**config.mk**
```make
export PLATFORM = sky130hd
export DESIGN_NAME = mem_arbiter
export DESIGN_NICKNAME = d
export VERILOG_FILES = /design/src/rtl/mem_arbiter.sv
export SDC_FILE = /design/constraint.sdc
export NUM_CORES = 1
export LEC_CHECK = 0
export BUFFER_PORTS_ARGS = -buffer_cell sky130_fd_sc_hd__buf_2
export CAP_MARGIN = 20
export CORE_AREA = 4 4 111 113
export CTS_CLUSTER_SIZE = 20
export DETAILED_ROUTE_END_ITERATION = 10
export DIE_AREA = 0 0 115 117
export SYNTH_ARGS = -nofsm -noshare
export SYNTH_HDL_FRONTEND = slang
export SYNTH_SLANG_ARGS = --single-unit
```
**constraint.sdc**
```tcl
create_clock -name i_clk -period 1.8 [get_ports i_clk]
set_clock_uncertainty 0.05 [all_clocks]
set_input_delay 0.27 -clock i_clk [delete_from_list [all_inputs] [get_ports i_clk]]
set_output_delay 0.27 -clock i_clk [all_outputs]
set_load 0.02 [all_outputs]
```
**src/rtl/mem_arbiter.sv**
```systemverilog
// mem_arbiter: two-requester (core LSU = 0, DMA = 1) arbiter for a single
// synchronous data-memory port with round-robin priority, out-of-range
// detection and one-cycle read return.
// Optional burst locking is compiled in when MEM_ARB_LOCK_EN is defined;
// without it, i_lock_0/i_lock_1 are ignored and arbitration is pure round-robin.
module mem_arbiter #(
  parameter int MAX_LOCK = 16,
  parameter int MEM_AW   = 9
) (
  input  logic              i_clk,
  input  logic              i_reset_n,
  input  logic              i_req_0,
  input  logic [31:0]       i_addr_0,
  input  logic [31:0]       i_wdata_0,
  input  logic [3:0]        i_bmask_0,
  input  logic              i_wren_0,
  input  logic              i_lock_0,
  input  logic              i_req_1,
  input  logic [31:0]       i_addr_1,
  input  logic [31:0]       i_wdata_1,
  input  logic [3:0]        i_bmask_1,
  input  logic              i_wren_1,
  input  logic              i_lock_1,
  output logic              o_gnt_0,
  output logic              o_rvalid_0,
  output logic [31:0]       o_rdata_0,
  output logic              o_err_0,
  output logic              o_gnt_1,
  output logic              o_rvalid_1,
  output logic [31:0]       o_rdata_1,
  output logic              o_err_1,
  output logic [MEM_AW-1:0] o_mem_addr,
  output logic [31:0]       o_mem_wdata,
  output logic [3:0]        o_mem_bmask,
  output logic              o_mem_wren,
  input  logic [31:0]       i_mem_rdata
);

  // Priority pointer: 0 favours the core, 1 favours the DMA on a tie.
  logic prio_q, prio_d;

  // Per-requester read return tracking: rvalid_q marks a read granted last
  // cycle, rzero_q marks that it was out of range and must return zero.
  logic [1:0] rvalid_q, rvalid_d;
  logic [1:0] rzero_q, rzero_d;

  logic in_range_0, in_range_1;
  logic mem_en;

  // An address is in range when every bit above the word-address field is 0.
  assign in_range_0 = (i_addr_0[31:MEM_AW+2] == '0);
  assign in_range_1 = (i_addr_1[31:MEM_AW+2] == '0);

`ifdef MEM_ARB_LOCK_EN
  localparam int CW = (MAX_LOCK > 1) ? $clog2(MAX_LOCK) : 1;

  typedef enum logic [1:0] {
    ST_ARB   = 2'd0,
    ST_LOCK0 = 2'd1,
    ST_LOCK1 = 2'd2
  } state_e;

  state_e        state_q, state_d;
  logic [CW-1:0] cnt_q, cnt_d;

  // Word-offset bits are never needed by a word-wide memory.
  logic unused_ok;
  assign unused_ok = ^{i_addr_0[1:0], i_addr_1[1:0]};

  // Grant selection and next-state for arbitration with burst locking.
  always_comb begin
    o_gnt_0 = 1'b0;
    o_gnt_1 = 1'b0;
    prio_d  = prio_q;
    state_d = state_q;
    cnt_d   = cnt_q;
    case (state_q)
      ST_LOCK0: begin
        if (i_req_0) begin
          o_gnt_0 = 1'b1;
          if (!i_lock_0 || cnt_q == CW'(MAX_LOCK - 1)) begin
            state_d = ST_ARB;
            prio_d  = 1'b1;
            cnt_d   = '0;
          end else begin
            cnt_d = cnt_q + CW'(1);
          end
        end else begin
          state_d = ST_ARB;
          cnt_d   = '0;
        end
      end
      ST_LOCK1: begin
        if (i_req_1) begin
          o_gnt_1 = 1'b1;
          if (!i_lock_1 || cnt_q == CW'(MAX_LOCK - 1)) begin
            state_d = ST_ARB;
            prio_d  = 1'b0;
            cnt_d   = '0;
          end else begin
            cnt_d = cnt_q + CW'(1);
          end
        end else begin
          state_d = ST_ARB;
          cnt_d   = '0;
        end
      end
      default: begin
        if (i_req_0 && (!i_req_1 || !prio_q)) begin
          o_gnt_0 = 1'b1;
          prio_d  = 1'b1;
          if (i_lock_0) begin
            state_d = ST_LOCK0;
            cnt_d   = CW'(1);
          end
        end else if (i_req_1) begin
          o_gnt_1 = 1'b1;
          prio_d  = 1'b0;
          if (i_lock_1) begin
            state_d = ST_LOCK1;
            cnt_d   = CW'(1);
          end
        end
      end
    endcase
  end

  // Lock state and lock counter registers.
  always_ff @(posedge i_clk or negedge i_reset_n) begin
    if (!i_reset_n) begin
      state_q <= ST_ARB;
      cnt_q   <= '0;
    end else begin
      state_q <= state_d;
      cnt_q   <= cnt_d;
    end
  end
`else
  // Lock inputs have no effect in this build; word-offset bits are never needed.
  logic unused_ok;
  assign unused_ok = ^{i_addr_0[1:0], i_addr_1[1:0], i_lock_0, i_lock_1};

  // Pure round-robin grant selection.
  always_comb begin
    o_gnt_0 = 1'b0;
    o_gnt_1 = 1'b0;
    prio_d  = prio_q;
    if (i_req_0 && (!i_req_1 || !prio_q)) begin
      o_gnt_0 = 1'b1;
      prio_d  = 1'b1;
    end else if (i_req_1) begin
      o_gnt_1 = 1'b1;
      prio_d  = 1'b0;
    end
  end
`endif

  assign o_err_0 = o_gnt_0 & ~in_range_0;
  assign o_err_1 = o_gnt_1 & ~in_range_1;
  assign mem_en  = (o_gnt_0 & in_range_0) | (o_gnt_1 & in_range_1);

  // Memory port mux: granted requester's fields, all-zero when idle or out of range.
  always_comb begin
    o_mem_addr  = '0;
    o_mem_wdata = '0;
    o_mem_bmask = 4'b0000;
    o_mem_wren  = 1'b0;
    if (mem_en) begin
      if (o_gnt_1) begin
        o_mem_addr  = i_addr_1[MEM_AW+1:2];
        o_mem_wdata = i_wdata_1;
        o_mem_bmask = i_bmask_1;
        o_mem_wren  = i_wren_1;
      end else begin
        o_mem_addr  = i_addr_0[MEM_AW+1:2];
        o_mem_wdata = i_wdata_0;
        o_mem_bmask = i_bmask_0;
        o_mem_wren  = i_wren_0;
      end
    end
  end

  // A granted read returns next cycle; out-of-range reads return zero.
  always_comb begin
    rvalid_d = {o_gnt_1 & ~i_wren_1, o_gnt_0 & ~i_wren_0};
    rzero_d  = {~in_range_1, ~in_range_0};
  end

  // Priority pointer and read-return registers.
  always_ff @(posedge i_clk or negedge i_reset_n) begin
    if (!i_reset_n) begin
      prio_q   <= 1'b0;
      rvalid_q <= 2'b00;
      rzero_q  <= 2'b00;
    end else begin
      prio_q   <= prio_d;
      rvalid_q <= rvalid_d;
      rzero_q  <= rzero_d;
    end
  end

  assign o_rvalid_0 = rvalid_q[0];
  assign o_rvalid_1 = rvalid_q[1];
  assign o_rdata_0  = (rvalid_q[0] && !rzero_q[0]) ? i_mem_rdata : 32'h0;
  assign o_rdata_1  = (rvalid_q[1] && !rzero_q[1]) ? i_mem_rdata : 32'h0;

endmodule

```
==> impl_metrics.yaml, run 1 <==
timing:
  slew_headroom: 0.697
  fin_worst_hold_slack_ps: 184
  slew_viol_final: 0
  worst_pin_slew_ps: 454
  setup_total_negative_slack_ps: -5210
  timing.final.hold_violations: 0
  post-route-worst-setup-slack_ps: -154
  min_period_over_period: 1.09
  rsz_0062_raised_after_global_routing: "true"
  setup_viol_count_final: 47
  max_freq_mhz: 512
  final_period_minus_worst_setup_slack_ps: 1950
finish:
  final_layout_size_suffix_gt1_frac: 0.701
  area.growth.synth_to_final_pct: 152
  layout.filler_cells: 1084
  multi_input_comb_area_um2: 2270
  insertedDiodeCount: 0
  combined_flip_flop_and_latch_cell_area_um2: 126
  stdcell_count: 705
  nets_final: 739
global_routing:
  first_global_vias: 3426
  maximum_number_of_pins_on_one_net_before_global_route_repair: 49
  grt.total_usage: 0.172
  grt_first_pass_wirelength_mm: 18.1
  globalRouteOverflowTotal: 0
  antenna_found_initial: 0
setup_path:
  timing.critical_path.arrival_ps: 1630
  worst_setup_path_end_kind: "output pin"
  cpPeakStageDelay_ps: 440
  critical_path_required_ps: 1480
  criticalPathCategory: "flip-flop to output pin"
  critical_path.cell_chain: "a21boi_4, buf_4, buf_8, nand4_1, o32ai_4, buf_6"
  crit_path_top_delay_cell: "dfrtp_2"
  critPathTopFamily: "flip-flops"
  critical_path_peak_fanout: 12
  start_kind: "flip-flop"
  rr_worst_depth: 4
  rr_endpoint: "rvalid_q[1]"
  reg_to_reg_critical_path_startpoint: "prio_q"
  regToRegSetupSlack_ps: 490
  critPathBufInv: 3
clocking:
  clock-root-buffer: "clkbuf_16"
  numCtsBuffers: 3
  clock_tree.htree_level_count: 1
  cts.sink_count: 5
  cts-root-to-sink-buffers: 2
  clock_insertion_delay_worst_skew_ps: 230
  clock_pin_slew_on_the_worst_setup_and_hold_paths_ps: 30
  clock_tree_from_tritoncts: "done"
outcome:
  run_status: "complete, but fails checks"
  failed_checks: "negative setup slack"
placed_design:
  gp_routability_congestion: 0.852
  post-place-cells: 680
  buffer_ports.inserted: 285
  dpl_worst_slack_ps: -315
  post-dp-hpwl_mm: 9.13
routing:
  drc: 0
  via_per_inst: 5.24
  drt_pass1_iterations: 5
  drt-initial-drc-count: 193
  drtAntennaViolNets: 0
  totalWireLength_mm: 14.7
  total_number_of_vias: 3695
  avgRoutedWirePerCell_um: 20.8
logic_synthesis:
  synth_area_um2: 1960
  syn_inst: 282
  synthTopCellsByArea: "and2_1, nand4_1, o32ai_2"
  ys.warnings.count: 0
  synthDominantCellAreaShare: 0.208
  synth_seq_area_share: 0.0639
  synth_fp_nets: 458
  syn_avg_cell_area_um2: 6.94
  synthesized_flop_and_latch_total: 5
  number_of_distinct_library_cells_after_synthesis: 22
  post_synth_top_area_cell: "and2_1"
power:
  ir_worst_vdd_v: 0.000242
  post-layout-total-power_mw: 1.12
  static-leakage-power_nw: 2.10
  power_density_nw_per_um2: 227
hold_path:
  timing.hold.worst.class: "input pin to flip-flop"
  min_delay_path_depth: 2
  holdPathEnd: "rvalid_q[0]"
  timing.hold.worst.start: "i_wren_0"
die:
  design.die.area_um2: 13500
  rows: 39
  ioPinCount: 292
  die_height_um: 117
  dieWidth_um: 115
  design.core.area_um2: 11300
  effective_utilization_at_floorplan: 0.173
run:
  cap_viol_max_count: 0
==> final cells by class <==
class	count	share of cell area
Clock buffer	4	0.0160
Sequential cell	5	0.0257
Inverter	1	0.000763
Tap cell	143	0.0363
Multi-Input combinational cell	230	0.461
Timing Repair Buffer	322	0.460
==> cells by family (layout without fill, tap and decap cells) <==
| family | count (synthesis) | in the layout | share of synthesized area |
|---|---|---|---|
| flip-flops | 5 | 5 | 0.0639 |
| AND/OR/NAND/NOR | 180 | 180 | 0.540 |
| AO/OA/AOI/OAI | 50 | 50 | 0.289 |
| buffers and inverters | 47 | 327 | 0.107 |
==> cells in the mapped netlist <==
master and count:
and2_1 65, nand4_1 48, nand3_1 46, o32ai_1 28, clkbuf_1 27, o32ai_2 18, buf_2 15, nor4_1 8
dfrtp_1 5, nor2b_1 4, buf_1 2, buf_6 2, nand2_1 2, nor2_1 2, nor3_1 2, o21a_1 2
a21boi_1 1, inv_1 1, nand2b_1 1, o21ai_0 1, or2_1 1, or2_2 1
==> worst reg2reg max path, cell delays in order, from the launching register on <==
cell and delay, ps:
dfrtp_2 440, nand2b_4 230, buf_12 180, and2_4 170, nor2b_1 130
==> how the worst max path moves through the flow <==
stage,startpoint,end,slack (ps),depth (start not counted)
2_1_floorplan,i_addr_1[12],o_mem_bmask[2],-30,4
3_3_place_gp,i_addr_1[12],o_mem_wdata[31],-320,6
3_5_place_dp,i_addr_1[12],o_mem_wdata[31],-310,6
4_1_cts,prio_q,o_mem_addr[7],-90,6
5_1_grt,i_addr_1[11],o_mem_wdata[17],-220,7
6_report,prio_q,o_mem_wdata[28],-150,6
==> sequential cells by signal, indices dropped and copies added (netlist names) <==
register and count:
prio_q 1, rvalid_q 2, rzero_q 2
==> what timing repair did <==
action                                  in CTS  in global routing
endpoints found under the setup margin      49                 48
endpoints found under the hold margin        5                  0
pin swaps                                   22                 37
hold buffers                                 1                  0
gates resized for setup                     71                 96
gates cloned                                 5                  9
buffers inserted                             6                  1
==> placed cells by master (no fill, tap or decap), types with 2 or more instances in the layout <==
cell       instances
buf_2            232
and2_1            64
nand4_1           48
nand3_1           36
buf_4             36
buf_6             35
o32ai_2           26
o32ai_4           20
clkbuf_16          9
nand3_4            6
buf_12             6
nor4_4             5
nand3_2            4
nor2b_1            4
buf_16             4
dfrtp_1            4
nor4_2             2
nor3_1             2
o21a_1             2
==> through the flow <==
stage	utilization	cell area (um^2)
6_report	0.435	4920
2_1_floorplan	-	2000
3_3_place_gp	0.321	3640
4_1_cts	0.367	4160
3_5_place_dp	0.321	3640
5_1_grt	0.435	4920
==> where the power goes <==
group / switching [mW] / internal [mW] / total [mW]
Combinational: 0.321 / 0.306 / 0.627
Clock: 0.0685 / 0.293 / 0.362
Sequential: 0.00724 / 0.120 / 0.127
==> per-layer routing <==
metal  wire length, um  GRT usage
met2              7950      0.345
met3              1310     0.0324
met1              4720      0.174
met4               669     0.0626
met5                 0          0
Note: power is estimated with default switching activity, not from simulation.
==> run 2: changes to the inputs <==
ABC_AREA = 1   (was default)
==> impl_metrics.yaml, run 2 <==
timing:
  setup_viol_count_final: 46
  slew_viol_final: 0
  post-route-worst-setup-slack_ps: -256
  min_period_over_period: 1.14
  fin_worst_hold_slack_ps: 159
  rsz_0062_raised_after_global_routing: "true"
  worst_pin_slew_ps: 326
  timing.final.hold_violations: 0
  slew_headroom: 0.783
  final_period_minus_worst_setup_slack_ps: 2060
  setup_total_negative_slack_ps: -9860
  max_freq_mhz: 486
power:
  swShare: 0.353
  pwr-share-comb: 0.543
  ir_worst_vdd_v: 0.000234
  internal_pwr_total_uw: 683
  static-leakage-power_nw: 2.89
  power_density_nw_per_um2: 230
  net-switching-power_uw: 372
  post-layout-total-power_mw: 1.06
  seq_power_share: 0.116
  clock_power_share: 0.341
finish:
  final_layout_size_suffix_gt1_frac: 0.544
  layout.filler_cells: 1228
  stdcell_count: 855
  area.growth.synth_to_final_pct: 135
  leading_registers_by_flop_count: "rvalid_q (2), rzero_q (2), prio_q (1)"
  mostFrequentLayoutCell: "buf_2"
  nets_final: 889
  insertedDiodeCount: 0
  layout_common_cells: "buf_2, nand2_1, nor2_1"
global_routing:
  maximum_number_of_pins_on_one_net_before_global_route_repair: 33
  first_global_vias: 3028
  antenna_found_initial: 0
  grt_first_pass_wirelength_mm: 14.5
  grt.total_usage: 0.134
  globalRouteOverflowTotal: 0
setup_path:
  start_kind: "flip-flop"
  timing.critical_path.arrival_ps: 1740
  worst_setup_path_end_kind: "output pin"
  critical_path_launch_point: "prio_q"
  rr_endpoint: "rvalid_q[1]"
  regToRegSetupSlack_ps: 540
  critical_path_required_ps: 1480
  reg_to_reg_critical_path_startpoint: "prio_q"
  criticalPathCategory: "flip-flop to output pin"
  critPathCapture: "o_mem_bmask[3]"
  critical_path_peak_fanout: 8
  rr_worst_depth: 6
placed_design:
  post-place-cells: 835
  buffer_ports.inserted: 285
  gp_routability_congestion: 0.814
  post-dp-hpwl_mm: 7.98
  dpl_worst_slack_ps: -94.9
routing:
  totalWireLength_mm: 11.0
  drtAntennaViolNets: 0
  drc: 0
  total_number_of_vias: 3417
  drt-initial-drc-count: 79
  avgRoutedWirePerCell_um: 12.9
  via_per_inst: 4.00
  drt_pass1_iterations: 4
logic_synthesis:
  ys.warnings.count: 0
  async_flop_share: 1.00
  netlist_top_cells_count: "nand2_1, nor2_1, inv_1"
  primary_flip_flop_cell_chosen_by_synthesis_mapping: "dfrtp_1"
  syn_inst: 413
  synth_fp_nets: 589
  syn_avg_cell_area_um2: 4.73
  synth_seq_area_share: 0.0640
  synthTopCellsByArea: "nand2_1, nor2_1, inv_1"
  synth-edff-count: 0
  synthesized_flop_and_latch_total: 5
  synthDominantCellAreaShare: 0.273
  number_of_distinct_library_cells_after_synthesis: 21
  yosys.cell_count.top_type: "nand2_1"
  synth_area_um2: 1950
  post_synth_top_area_cell: "nand2_1"
hold_path:
  timing.hold.worst.class: "input pin to flip-flop"
run:
  cap_viol_max_count: 0
clocking:
  clock-root-buffer: "clkbuf_16"
  clock_pin_slew_on_the_worst_setup_and_hold_paths_ps: 30
  clock_insertion_delay_worst_skew_ps: 220
  clock_tree.htree_level_count: 1
  cts-root-to-sink-buffers: 2
  cts.sink_count: 5
  numCtsBuffers: 3
  clock_tree_from_tritoncts: "done"
die:
  dieWidth_um: 115
  design.die.area_um2: 13500
  die_height_um: 117
  rows: 39
  ioPinCount: 292
  design.core.area_um2: 11300
  effective_utilization_at_floorplan: 0.173
outcome:
  failed_checks: "negative setup slack"
  run_status: "complete, but fails checks"
==> run 2: logic make-up (layout without fill, tap and decap cells) <==
logic type	after synthesis	after routing	share of synthesized area
and+or+nand+nor	249	249	0.522
DFF	5	5	0.0640
buffers and inverters	111	410	0.246
AOI/OAI and AO/OA	48	48	0.168
==> run 2: layout make-up <==
class                           instances  area [um^2]  share of cell area
Clock buffer                            3         75.1              0.0163
Clock inverter                          1         5.00             0.00109
Inverter                               87          339              0.0738
Multi-Input combinational cell        297         1660               0.361
Sequential cell                         5          125              0.0272
Tap cell                              143          179              0.0389
Timing Repair Buffer                  319         2210               0.481
==> run 2: what timing repair did <==
action                                 in CTS  in global routing
cloned                                      5                  6
setup buffers                               2                  2
endpoints found under the hold margin       5                  0
pin swaps                                  11                 17
hold buffers                                1                  0
setup endpoints to repair                  47                 57
resized for setup                          82                 57
==> run 2: per-stage QoR <==
step	util	area, um^2
after floorplan	-	2000
after global placement	0.321	3630
after detailed placement	0.321	3630
after CTS	0.365	4130
after global routing	0.406	4600
final	0.406	4600
==> run 2: worst min-delay path by stage <==
| stage | depth (start not counted) | to | startpoint | slack (ps) |
|---|---|---|---|---|
| after global placement | 1 | rvalid_q[1] | i_reset_n | 40 |
| final | 2 | rvalid_q[1] | i_wren_1 | 160 |
| after detailed placement | 1 | rzero_q[1] | i_reset_n | 40 |
| after floorplan | 0 | prio_q | i_reset_n | -80 |
| after CTS | 2 | rvalid_q[1] | i_wren_1 | 160 |
| after global routing | 2 | rvalid_q[1] | i_wren_1 | 170 |
==> run 2: worst max-delay path: stages (launching register included) <==
cell      delay (ps)
dfrtp_1          410
a21boi_4         210
buf_6            130
nand4_4          110
buf_12           190
buf_16           160
a21oi_2          170
buf_6            140
==> run 2: routing by layer <==
metal | up-vias | part of all wire | track usage
met1 | 1447 | 0.38 | 0.154
met3 | 8 | 0.091 | 0.0221
met5 | - | 0 | 0
li1 | 1786 | - | -
met4 | 0 | 0.011 | 0.0219
met2 | 176 | 0.52 | 0.262
==> run 2: power groups by stage <==
stage | combinational, mW | clock, mW | sequential, mW
after floorplan | 0.253 | 0 | 0.126
after CTS | 0.506 | 0.365 | 0.122
after global routing | 0.638 | 0.378 | 0.123
after global placement | 0.482 | 0 | 0.123
final | 0.573 | 0.360 | 0.122
after detailed placement | 0.487 | 0 | 0.123
